File: src/rtl/bp_nexus_msg_packer.sv
// Nexus trace message packer: serializes one TCODE/address/timestamp message into
// 8-bit {mseo, mdo} beats with leading-zero suppression on the variable fields.
module bp_nexus_msg_packer #(
   parameter int unsigned ts_width_p   = 16,
   parameter int unsigned addr_width_p = 64
) (
   input  logic                    clk_i,
   input  logic                    reset_i,
   input  logic [5:0]              mcode_i,
   input  logic [addr_width_p-1:0] addr_i,
   input  logic [ts_width_p-1:0]   timestamp_i,
   input  logic                    msg_valid_i,
   output logic                    msg_ready_o,
   output logic [7:0]              beat_o,
   output logic                    beat_valid_o,
   input  logic                    beat_ready_i,
   output logic [31:0]             msg_count_o,
   output logic                    busy_o
);

   localparam int unsigned ACH    = (addr_width_p + 5) / 6;
   localparam int unsigned TCH    = (ts_width_p + 5) / 6;
   localparam int unsigned MAXCH  = (ACH > TCH) ? ACH : TCH;
   localparam int unsigned IDX_W  = $clog2(MAXCH + 1);
   localparam int unsigned AW_PAD = ACH * 6;
   localparam int unsigned TW_PAD = TCH * 6;

   typedef enum logic [1:0] {
      S_IDLE,
      S_TCODE,
      S_ADDR,
      S_TS
   } state_e;

   state_e             state_q, state_d;
   logic [IDX_W-1:0]   idx_q, idx_d;
   logic [5:0]         mcode_q;
   logic [AW_PAD-1:0]  addr_q;
   logic [TW_PAD-1:0]  ts_q;
   logic [IDX_W-1:0]   addr_n, ts_n;
   logic [5:0]         addr_chunk, ts_chunk;
   logic               last_addr, last_ts;
   logic               accept, eom_fire;

   // Fields are stored zero-padded to whole chunks so chunk selects never run off the end.
   always_comb begin
      addr_n = IDX_W'(1);
      for (int unsigned k = 0; k < ACH; k++) begin
         if (addr_q[6*k +: 6] != '0) addr_n = IDX_W'(k + 1);
      end
   end

   always_comb begin
      ts_n = IDX_W'(1);
      for (int unsigned k = 0; k < TCH; k++) begin
         if (ts_q[6*k +: 6] != '0) ts_n = IDX_W'(k + 1);
      end
   end

   always_comb begin
      addr_chunk = '0;
      for (int unsigned k = 0; k < ACH; k++) begin
         if (idx_q == IDX_W'(k)) addr_chunk = addr_q[6*k +: 6];
      end
   end

   always_comb begin
      ts_chunk = '0;
      for (int unsigned k = 0; k < TCH; k++) begin
         if (idx_q == IDX_W'(k)) ts_chunk = ts_q[6*k +: 6];
      end
   end

   assign last_addr = (idx_q == addr_n - IDX_W'(1));
   assign last_ts   = (idx_q == ts_n - IDX_W'(1));

   // End-of-message accept frees the holding registers in the same cycle.
   assign eom_fire    = (state_q == S_TS) && last_ts && beat_ready_i;
   assign msg_ready_o = (state_q == S_IDLE) || eom_fire;
   assign accept      = msg_valid_i && msg_ready_o;
   assign busy_o      = (state_q != S_IDLE);

   always_comb begin
      beat_o       = '0;
      beat_valid_o = 1'b0;
      case (state_q)
         S_TCODE: begin
            beat_o       = {2'b00, mcode_q};
            beat_valid_o = 1'b1;
         end
         S_ADDR: begin
            beat_o       = {(last_addr ? 2'b01 : 2'b00), addr_chunk};
            beat_valid_o = 1'b1;
         end
         S_TS: begin
            beat_o       = {(last_ts ? 2'b11 : 2'b00), ts_chunk};
            beat_valid_o = 1'b1;
         end
         default: ;
      endcase
   end

   always_comb begin
      state_d = state_q;
      idx_d   = idx_q;
      case (state_q)
         S_IDLE: begin
            if (accept) state_d = S_TCODE;
         end
         S_TCODE: begin
            if (beat_ready_i) begin
               state_d = S_ADDR;
               idx_d   = '0;
            end
         end
         S_ADDR: begin
            if (beat_ready_i) begin
               if (last_addr) begin
                  state_d = S_TS;
                  idx_d   = '0;
               end else begin
                  idx_d = idx_q + IDX_W'(1);
               end
            end
         end
         S_TS: begin
            if (beat_ready_i) begin
               if (last_ts) begin
                  state_d = accept ? S_TCODE : S_IDLE;
                  idx_d   = '0;
               end else begin
                  idx_d = idx_q + IDX_W'(1);
               end
            end
         end
         default: begin
            state_d = S_IDLE;
            idx_d   = '0;
         end
      endcase
   end

   always_ff @(posedge clk_i) begin
      if (reset_i) begin
         state_q     <= S_IDLE;
         idx_q       <= '0;
         mcode_q     <= '0;
         addr_q      <= '0;
         ts_q        <= '0;
         msg_count_o <= '0;
      end else begin
         state_q <= state_d;
         idx_q   <= idx_d;
         if (accept) begin
            mcode_q <= mcode_i;
            addr_q  <= AW_PAD'(addr_i);
            ts_q    <= TW_PAD'(timestamp_i);
         end
         if (eom_fire) msg_count_o <= msg_count_o + 32'd1;
      end
   end

endmodule
File: config.mk
export PLATFORM = sky130hd
export DESIGN_NAME = bp_nexus_msg_packer
export DESIGN_NICKNAME = d
export VERILOG_FILES = /design/src/rtl/bp_nexus_msg_packer.sv
export SDC_FILE = /design/constraint.sdc
export NUM_CORES = 1
export LEC_CHECK = 0
export CELL_PAD_IN_SITES_DETAIL_PLACEMENT = 0
export CELL_PAD_IN_SITES_GLOBAL_PLACEMENT = 1
export CORE_MARGIN = 10
export CORE_UTILIZATION = 33
export DETAILED_ROUTE_END_ITERATION = 10
export PLACE_DENSITY_LB_ADDON = 0.3
export SYNTH_ARGS = -nofsm -noshare
export SYNTH_HDL_FRONTEND = slang
export SYNTH_SLANG_ARGS = --single-unit
File: constraint.sdc
create_clock -name clk_i -period 3.79 [get_ports clk_i]
set_clock_uncertainty 0.2 [all_clocks]
set_input_delay 0.758 -clock clk_i [delete_from_list [all_inputs] [get_ports clk_i]]
set_output_delay 0.758 -clock clk_i [all_outputs]
set_load 0.05 [all_outputs]
Word-level counts from Yosys, hierarchy flattened

Index checks and enable logic that the tools add are counted.

$add $sub $neg: 4
Reductions and logical operators: 23
Eq/ne operators: 21
Muxes and demuxes: 44

Operator list:

| cell                  | count |
|---|---|
| $mux 6                | 14 |
| $reduce_bool 6->1     | 12 |
| $mux 4                | 15 |
| $add 32x1->32 const B | 1 |
| $pmux 8 s3            | 1 |
| $mux 2                | 9 |
| $eq 4x3->1 const B    | 4 |
| $eq 4x4->1 const B    | 3 |
| $ne 2x2->1 const B    | 6 |
| $pmux 4 s3            | 1 |
| $eq 4x2->1 const B    | 2 |
| $eq 4x4->1            | 2 |
| $pmux 2 s4            | 1 |
| $sub 4x1->4 const B   | 2 |
| $reduce_and 6->1      | 1 |
| $add 4x1->4 const B   | 1 |
| $eq 2x2->1 const B    | 2 |
| $eq 4x1->1 const B    | 1 |
| $logic_not 4->1       | 1 |
| $reduce_and 4->1      | 1 |
| $logic_and 1x1->1     | 3 |
| $mux 1                | 3 |
| $reduce_bool 3->1     | 1 |
| $reduce_or 3->1       | 1 |
| 4 further kinds       | 4 |

Flip-flop bits (word level): 124
Output and inout port bits: 43
Word-level logic and storage cells: 98
Bits of input ports: 90

Longest topological paths before layout

Gate-level depths: netlist (run 1).

Depth after elaboration: 16
Gate-level depth with buffers: 14
Gate-level depth less buffers: 14

Least setup slack after synthesis (run 1)

OpenSTA, ideal clock, no wires.

Path type: reg-to-output
From: reg addr_q[24]
To: out beat_o[6]
Required time: 2.832 ns
Setup slack: -0.472 ns
Arrival: 3.304 ns
Cell stages (with the launch flop): 14
Cell sequence: dfxtp_1 -> or4_1 -> nor4bb_1 -> o31ai_1 -> a21oi_1 -> nor3_1 -> ha_1 -> xor2_1 -> nand2_1 -> a2111o_1 -> nand3_1 -> o211a_1 -> a21oi_1 -> nor2_1

Longest elaborated chain between the ends: 12

Ends and longest elaborated chain:

| item                   | RTL line | text |
|---|---|---|
| from (decl)            | 38       | `logic [AW_PAD-1:0] addr_q;` |
| from (signal assigned) | 156      | `addr_q <= AW_PAD'(addr_i);` |
| $reduce_bool 6->1      | 49       | `if (addr_q[6*k +: 6] != '0) addr_n = IDX_W'(k + 1);` |
| $mux 4 (7 in series)   | 49       |  |
| $sub 4x1->4            | 74       | `assign last_addr = (idx_q == addr_n - IDX_W'(1));` |
| $eq 4x4->1             | 74       |  |
| $mux 1                 | 92       | `beat_o = {(last_addr ? 2'b01 : 2'b00), addr_chunk};` |
| $pmux 8 s3             | 86       | `case (state_q)` |
| to (decl)              | 14       | `output logic [7:0] beat_o,` |

No other way between the ends.

Worst setup path in the final report (run 1)

From: reg addr_q[27]
To: out beat_o[6]

The elaborated chain is that of the path after synthesis.

==> results_dict.tcl, run 1 <==
set metrics [dict create \
    grt_pass1_wl_microns 32910 \
    die_h_microns 156.7 \
    vias 6339 \
    dp_hpwl_microns 14750 \
    critPathMaxFanout 2 \
    clkLatencyLatePin_ns 0.42 \
    drt_wl_total_microns 20610 \
    synth.area.top_cells "dfxtp_1 40%, nand2_1 14%, a21oi_1 10%" \
    rsz0062_at_grt "yes" \
    drtPass1Iterations 5 \
    rows 49 \
    clkPwrFrac_pct 33.3 \
    gp_congestion 0.8317 \
    startpoint_type "register" \
    relSlewSlack_pct 58.38 \
    synth_seq_cells 124 \
    cap_violations 0 \
    worst_pin_slew_ns 0.6243 \
    multi_input_area_sq_um 3593 \
    die-area_sq_um 24560 \
    synth_edf_count 0 \
    dp_slack_ns -0.3407 \
    pin_count 133 \
    ys_warn_count 0 \
    arrival_ns 3.36 \
    p_per_area_nw_per_um2 573.4 \
    intPower_mw 3.507 \
    power.leakage_nw 3.540 \
    yosys.area.top_type_share_pct 40.25 \
    cts-root-buf "clkbuf_16" \
    cts_max_level 4 \
    failed_checks "setup timing" \
    switchingPower_mw 1.758 \
    cts_tree "yes" \
    yosysTopAreaCell "dfxtp_1" \
    final_nets 1104 \
    clock_path_buffers 2 \
    swShare_pct 33.39 \
    ant_nets 0 \
    hp-class "register to register" \
    period_share_pct 113.9 \
    slew_violations 0 \
    final_common_cell "nand2_1" \
    wire_per_inst_microns 16.57 \
    synthArstFlopShare_pct 0 \
    synth_cell_types 59 \
    fin_setup_tns_ns -0.5273 \
    ir_drop_uv 343.5 \
    synth_area_per_cell_sq_um 7.530 \
    overflow 0 \
    crit_type "register to output port" \
    drt_iter0_drc 370 \
    drive_above_1_share_pct 18.23 \
    drcViolationCount 0 \
    grt_pass1_vias 6356 \
    hold_buffers 0 \
    path_clk_slew_ns 0.05 \
    antenna_found_initial 0 \
    status "finished with violations" \
    fill_cells 1795 \
    end_kind "output port" \
    grt_start_max_net_pins 87 \
    regArea_sq_um 2489 \
    start_util_pct 33.98 \
    setup_viol 1 \
    fmaxAchievable_ghz 0.2316 \
    areaGrowthSynthToFinish_pct 48.89 \
    yosys_most_used_dff "dfxtp_1" \
    period_needed_ns 4.317 \
    routed_via_density 5.096 \
    grt_usage_pct 16.58 \
    core_sq_um 18150 \
    setup_slack_ns -0.5273 \
    synthCells 819 \
    power_frac_comb_pct 36.4 \
    worst_ep_required_time_ns 2.83 \
    final_cell_mix "221 x nand2_1, 122 x clkdlybuf4s50_1, 121 x a21oi_1, 121 x dfxtp_1, 89 x buf_4" \
    antenna_cells 0 \
    synth_seq_area_share_pct 40.25 \
    cts_buffers 17 \
    dieWidth_microns 156.7 \
    io_buffers 132 \
    netlist_area_sq_um 6167 \
    hold_viol 0 \
    clock-sinks 124 \
    synth_fp_nets 919 \
    pwr-share-seq_pct 30.2 \
]
[per-stage QoR]
step | instance area (sq um) | total power [mW] | util, % | hold WS, ns | instances
after floorplan | 6211 | 2.660 | - | 0.2318 | 819
after global placement | 8293 | 3.381 | 45.70 | 0.2434 | 1206
after detailed placement | 8293 | 3.392 | 45.70 | 0.2496 | 1206
after CTS | 9047 | 5.251 | 49.86 | 0.2567 | 1240
after global routing | 9183 | 5.559 | 50.60 | 0.2762 | 1244
final | 9183 | 5.265 | 50.60 | 0.2543 | 1244
[synthesized netlist by cell type (all sizes together), types with 6 or more instances]
| library cell | count |
|---|---|
| and2 | 7 |
| xor2 | 21 |
| nor4 | 10 |
| a21oi | 128 |
| nand2 | 222 |
| nand3 | 12 |
| clkbuf | 36 |
| or2 | 8 |
| nor3 | 9 |
| buf | 22 |
| ha | 10 |
| nand3b | 11 |
| dfxtp | 124 |
| a211oi | 7 |
| xnor2 | 6 |
| inv | 13 |
| o21ai | 13 |
| or4 | 9 |
| nand4 | 20 |
| nor2 | 55 |
[power by group through the flow]
| stage | Combinational (mW) | Sequential (mW) | Clock (mW) |
|---|---|---|---|
| floorplan | 1.07 | 1.59 | 0 |
| global placement | 1.77 | 1.61 | 0 |
| detailed placement | 1.78 | 1.61 | 0 |
| CTS | 1.87 | 1.59 | 1.79 |
| global route | 2.10 | 1.61 | 1.84 |
| finish | 1.92 | 1.59 | 1.76 |
[logic make-up (layout without fill, tap and decap cells)]
logic type	after synthesis	after routing	share of synthesized area (%)
and+or+nand+nor	387	387	29.07
AOI/OAI and AO/OA	196	196	19.13
buffers and inverters	71	267	5.011
xor gates and xnor gates	27	27	3.835
DFF	124	124	40.25
muxes	4	4	0.6695
adders and majority gates	10	10	2.029
[flip-flops by register name, indices dropped and copies added, names as in the netlist]
name and cells:
ts_q 16, addr_q 64, mcode_q 6, msg_count_o 32, idx_q 4, state_q 2
[layout make-up]
cell class	instances	area share [%]
multi-input cells	624	39.13
clock inverters	7	1.472
repair buffers	224	23.22
clock buffers	23	5.423
well taps	229	3.120
inverters	13	0.5314
flip-flops and latches	124	27.10
[timing repair]
item,4_1_cts,5_1_grt
pin swaps,16,13
setup buffers,4,4
gates resized for setup,22,22
setup endpoints to repair,5,7
[final timing paths]
kind / from / end / slack, ns / depth (start not counted)
setup / recovery: addr_q[27]$_SDFFE_PP0P_ / beat_o[6] / -0.53 / 15
hold / removal: ts_q[5]$_SDFFE_PP0P_ / ts_q[5]$_SDFFE_PP0P_ / 0.25 / 2
setup reg to reg: addr_q[27]$_SDFFE_PP0P_ / state_q[0]$_SDFFE_PP0P_ / 0.29 / 14
hold reg to reg: ts_q[5]$_SDFFE_PP0P_ / ts_q[5]$_SDFFE_PP0P_ / 0.25 / 2
[metal layers]
metal / share of wire [%] / up-vias / GRT usage [%]
met4: 1.1 / 0 / 4.135
met5: 0 / - / 0
met3: 8.9 / 19 / 7.374
li1: - / 3214 / -
met1: 45 / 2949 / 20.56
met2: 45 / 157 / 25.69
[worst max-delay path, stage by stage, from the launching register on]
cell and delay, ns:
dfxtp_2 0.32, or4_4 0.56, nor4bb_4 0.31, o31ai_2 0.10
a21oi_1 0.19, nor3_1 0.08, ha_2 0.21, buf_4 0.13
xnor2_1 0.11, o311a_1 0.15, a31oi_1 0.19, nand3_2 0.10
o211a_1 0.13, a21oi_2 0.13, nor2_2 0.07, buf_12 0.15
Note: power is estimated with default switching activity, not from simulation.
==> inputs of run 2 (changes only) <==
- MAX_ROUTING_LAYER: not set -> met4
==> run 2 against run 1 <==
Against the previous run: the run still ends with setup timing left; highest routed layer unchanged; hold slack about the same; non-clock buffer count stayed put; register-to-register slack about the same; clock-buffer cell count is the same; via count about the same; global-route usage is 0.51 points higher; cell count is the same; combinational power is essentially flat; core utilization stayed put; worst setup slack about the same.
==> results_dict.tcl, run 2 (synthesis results as in run 1) <==
set metrics [dict create \
    status "finished with violations" \
    failed_checks "setup timing" \
    die_h_microns 156.7 \
    drtPass1Iterations 5 \
    final_cell_mix "221 x nand2_1, 122 x clkdlybuf4s50_1, 121 x a21oi_1, 121 x dfxtp_1, 89 x buf_4" \
    cts-root-buf "clkbuf_16" \
    hp-class "register to register" \
    fill_cells 1795 \
    cpPeakStageDelay_ns 0.56 \
    cts_tree "yes" \
    regArea_sq_um 2489 \
    core_sq_um 18150 \
    drive_above_1_share_pct 18.23 \
    multi_input_area_sq_um 3593 \
    rsz0062_at_grt "yes" \
    worst_ep_required_time_ns 2.83 \
    grt_pass1_wl_microns 32910 \
    arrival_ns 3.36 \
    end_kind "output port" \
    r2r_slack_ns 0.29 \
    slew_violations 0 \
    regMostFlops "addr_q" \
    totalPowerFinal_mw 5.271 \
    r2r_cells 14 \
    drt_iter0_drc 344 \
    vias 6334 \
    critPathMaxFanout 2 \
    hold_viol 0 \
    setup_slack_ns -0.5269 \
    path_clk_slew_ns 0.05 \
    antenna_cells 0 \
    final_nets 1104 \
    ant_nets 0 \
    wire_per_inst_microns 16.55 \
    clock_path_buffers 2 \
    drt_wl_total_microns 20580 \
    dieWidth_microns 156.7 \
    overflow 0 \
    grt_start_max_net_pins 87 \
    hold_depth 2 \
    grt_usage_pct 17.09 \
    largest_register_ffs 64 \
    antenna_found_initial 0 \
    die-area_sq_um 24560 \
    clkLatencyLatePin_ns 0.41 \
    startpoint_type "register" \
    dp_hpwl_microns 14750 \
    power.leakage_nw 3.540 \
    worst_hold_path.endpoint "ts_q[5]$_SDFFE_PP0P_" \
    period_share_pct 113.9 \
    io_buffers 132 \
    dp_slack_ns -0.3407 \
    dpl_cell_area_sq_um 8293 \
    reg2reg_from "addr_q[27]$_SDFFE_PP0P_" \
    cts_max_level 4 \
    p_per_area_nw_per_um2 574.0 \
    setup_viol 1 \
    grt_pass1_vias 6350 \
    routed_via_density 5.092 \
    hold_buffers 0 \
    pin_count 133 \
    cp_slowest_cell "or4_4" \
    path_cells "or4_4 -> nor4bb_4 -> o31ai_2 -> a21oi_1 -> nor3_1 -> ha_2 -> buf_4 -> xnor2_1 -> o311a_1 -> a31oi_1 -> nand3_2 -> o211a_1 -> a21oi_2 -> nor2_2 -> buf_12" \
    gp_congestion 0.8444 \
    fmaxAchievable_ghz 0.2316 \
    r2r_end "state_q[0]$_SDFFE_PP0P_" \
    cts_buffers 17 \
    utilization_pct 50.60 \
    worst_pin_slew_ns 0.6130 \
    clock-sinks 124 \
    hp-start "ts_q[5]$_SDFFE_PP0P_" \
    drcViolationCount 0 \
    top_regs "addr_q (64), msg_count_o (32), ts_q (16)" \
    relSlewSlack_pct 59.13 \
    rows 49 \
    areaGrowthSynthToFinish_pct 48.89 \
    final_common_cell "nand2_1" \
    ir_drop_uv 342.4 \
    cap_violations 0 \
    fin_area_sq_um 9183 \
    crit_type "register to output port" \
    start_util_pct 33.98 \
    period_needed_ns 4.317 \
]
-- run 2: worst max-delay path by stage --
stage,from,end,cells past startpoint
floorplan,addr_q[24]$_SDFFE_PP0P_,beat_o[6],13
global placement,addr_q[24]$_SDFFE_PP0P_,beat_o[6],14
detailed placement,addr_q[24]$_SDFFE_PP0P_,beat_o[6],14
CTS,addr_q[27]$_SDFFE_PP0P_,beat_o[6],14
global route,addr_q[27]$_SDFFE_PP0P_,beat_o[6],16
finish,addr_q[27]$_SDFFE_PP0P_,beat_o[6],15
-- run 2: report_power, final --
part	total (mW)	internal [mW]	switching, mW
Sequential	1.59	1.48	0.116
Combinational	1.92	0.854	1.07
Clock	1.76	1.18	0.581
Total	5.27	3.51	1.76
-- run 2: layer usage --
| metal | vias up | wire length (microns) | global-route usage (%) |
|---|---|---|---|
| met5 | - | 0 | - |
| li1 | 3218 | - | - |
| met4 | 0 | 238 | 4.135 |
| met2 | 155 | 9271 | 25.67 |
| met1 | 2943 | 9501 | 21.20 |
| met3 | 18 | 1571 | 6.497 |
-- run 2: layout make-up --
type	count	area share [%]
timing repair buffer	224	23.22
clock inverter	7	1.472
clock buffer	23	5.423
inverter	13	0.5314
tap	229	3.120
sequential	124	27.10
multi-input combinational	624	39.13
-- run 2: worst max-delay path, delay by kind of cell, from the launching register on --
family                   cells  cell delay (ns)
flip-flops                   1             0.32
XOR/XNOR                     1             0.11
AND/OR/NAND/NOR              5             1.12
AO/OA/AOI/OAI                6             0.88
adder cells (fa/ha/maj)      1             0.21
buffers and inverters        2             0.28
-- run 2: repair_timing --
action	4_1_cts	5_1_grt
pin swaps	16	13
endpoints found under the setup margin	5	7
gates resized for setup	22	22
setup buffers	4	4
-- run 2: per-stage QoR --
stage                     instances  TNS, ns  hold slack, ns
after global placement         1206  -0.2759          0.2434
after global routing           1244  -0.7281          0.2762
final                          1244  -0.5269          0.2547
after floorplan                 819  -0.2539          0.2318
after detailed placement       1206  -0.3407          0.2496
after CTS                      1240  -0.5769          0.2567
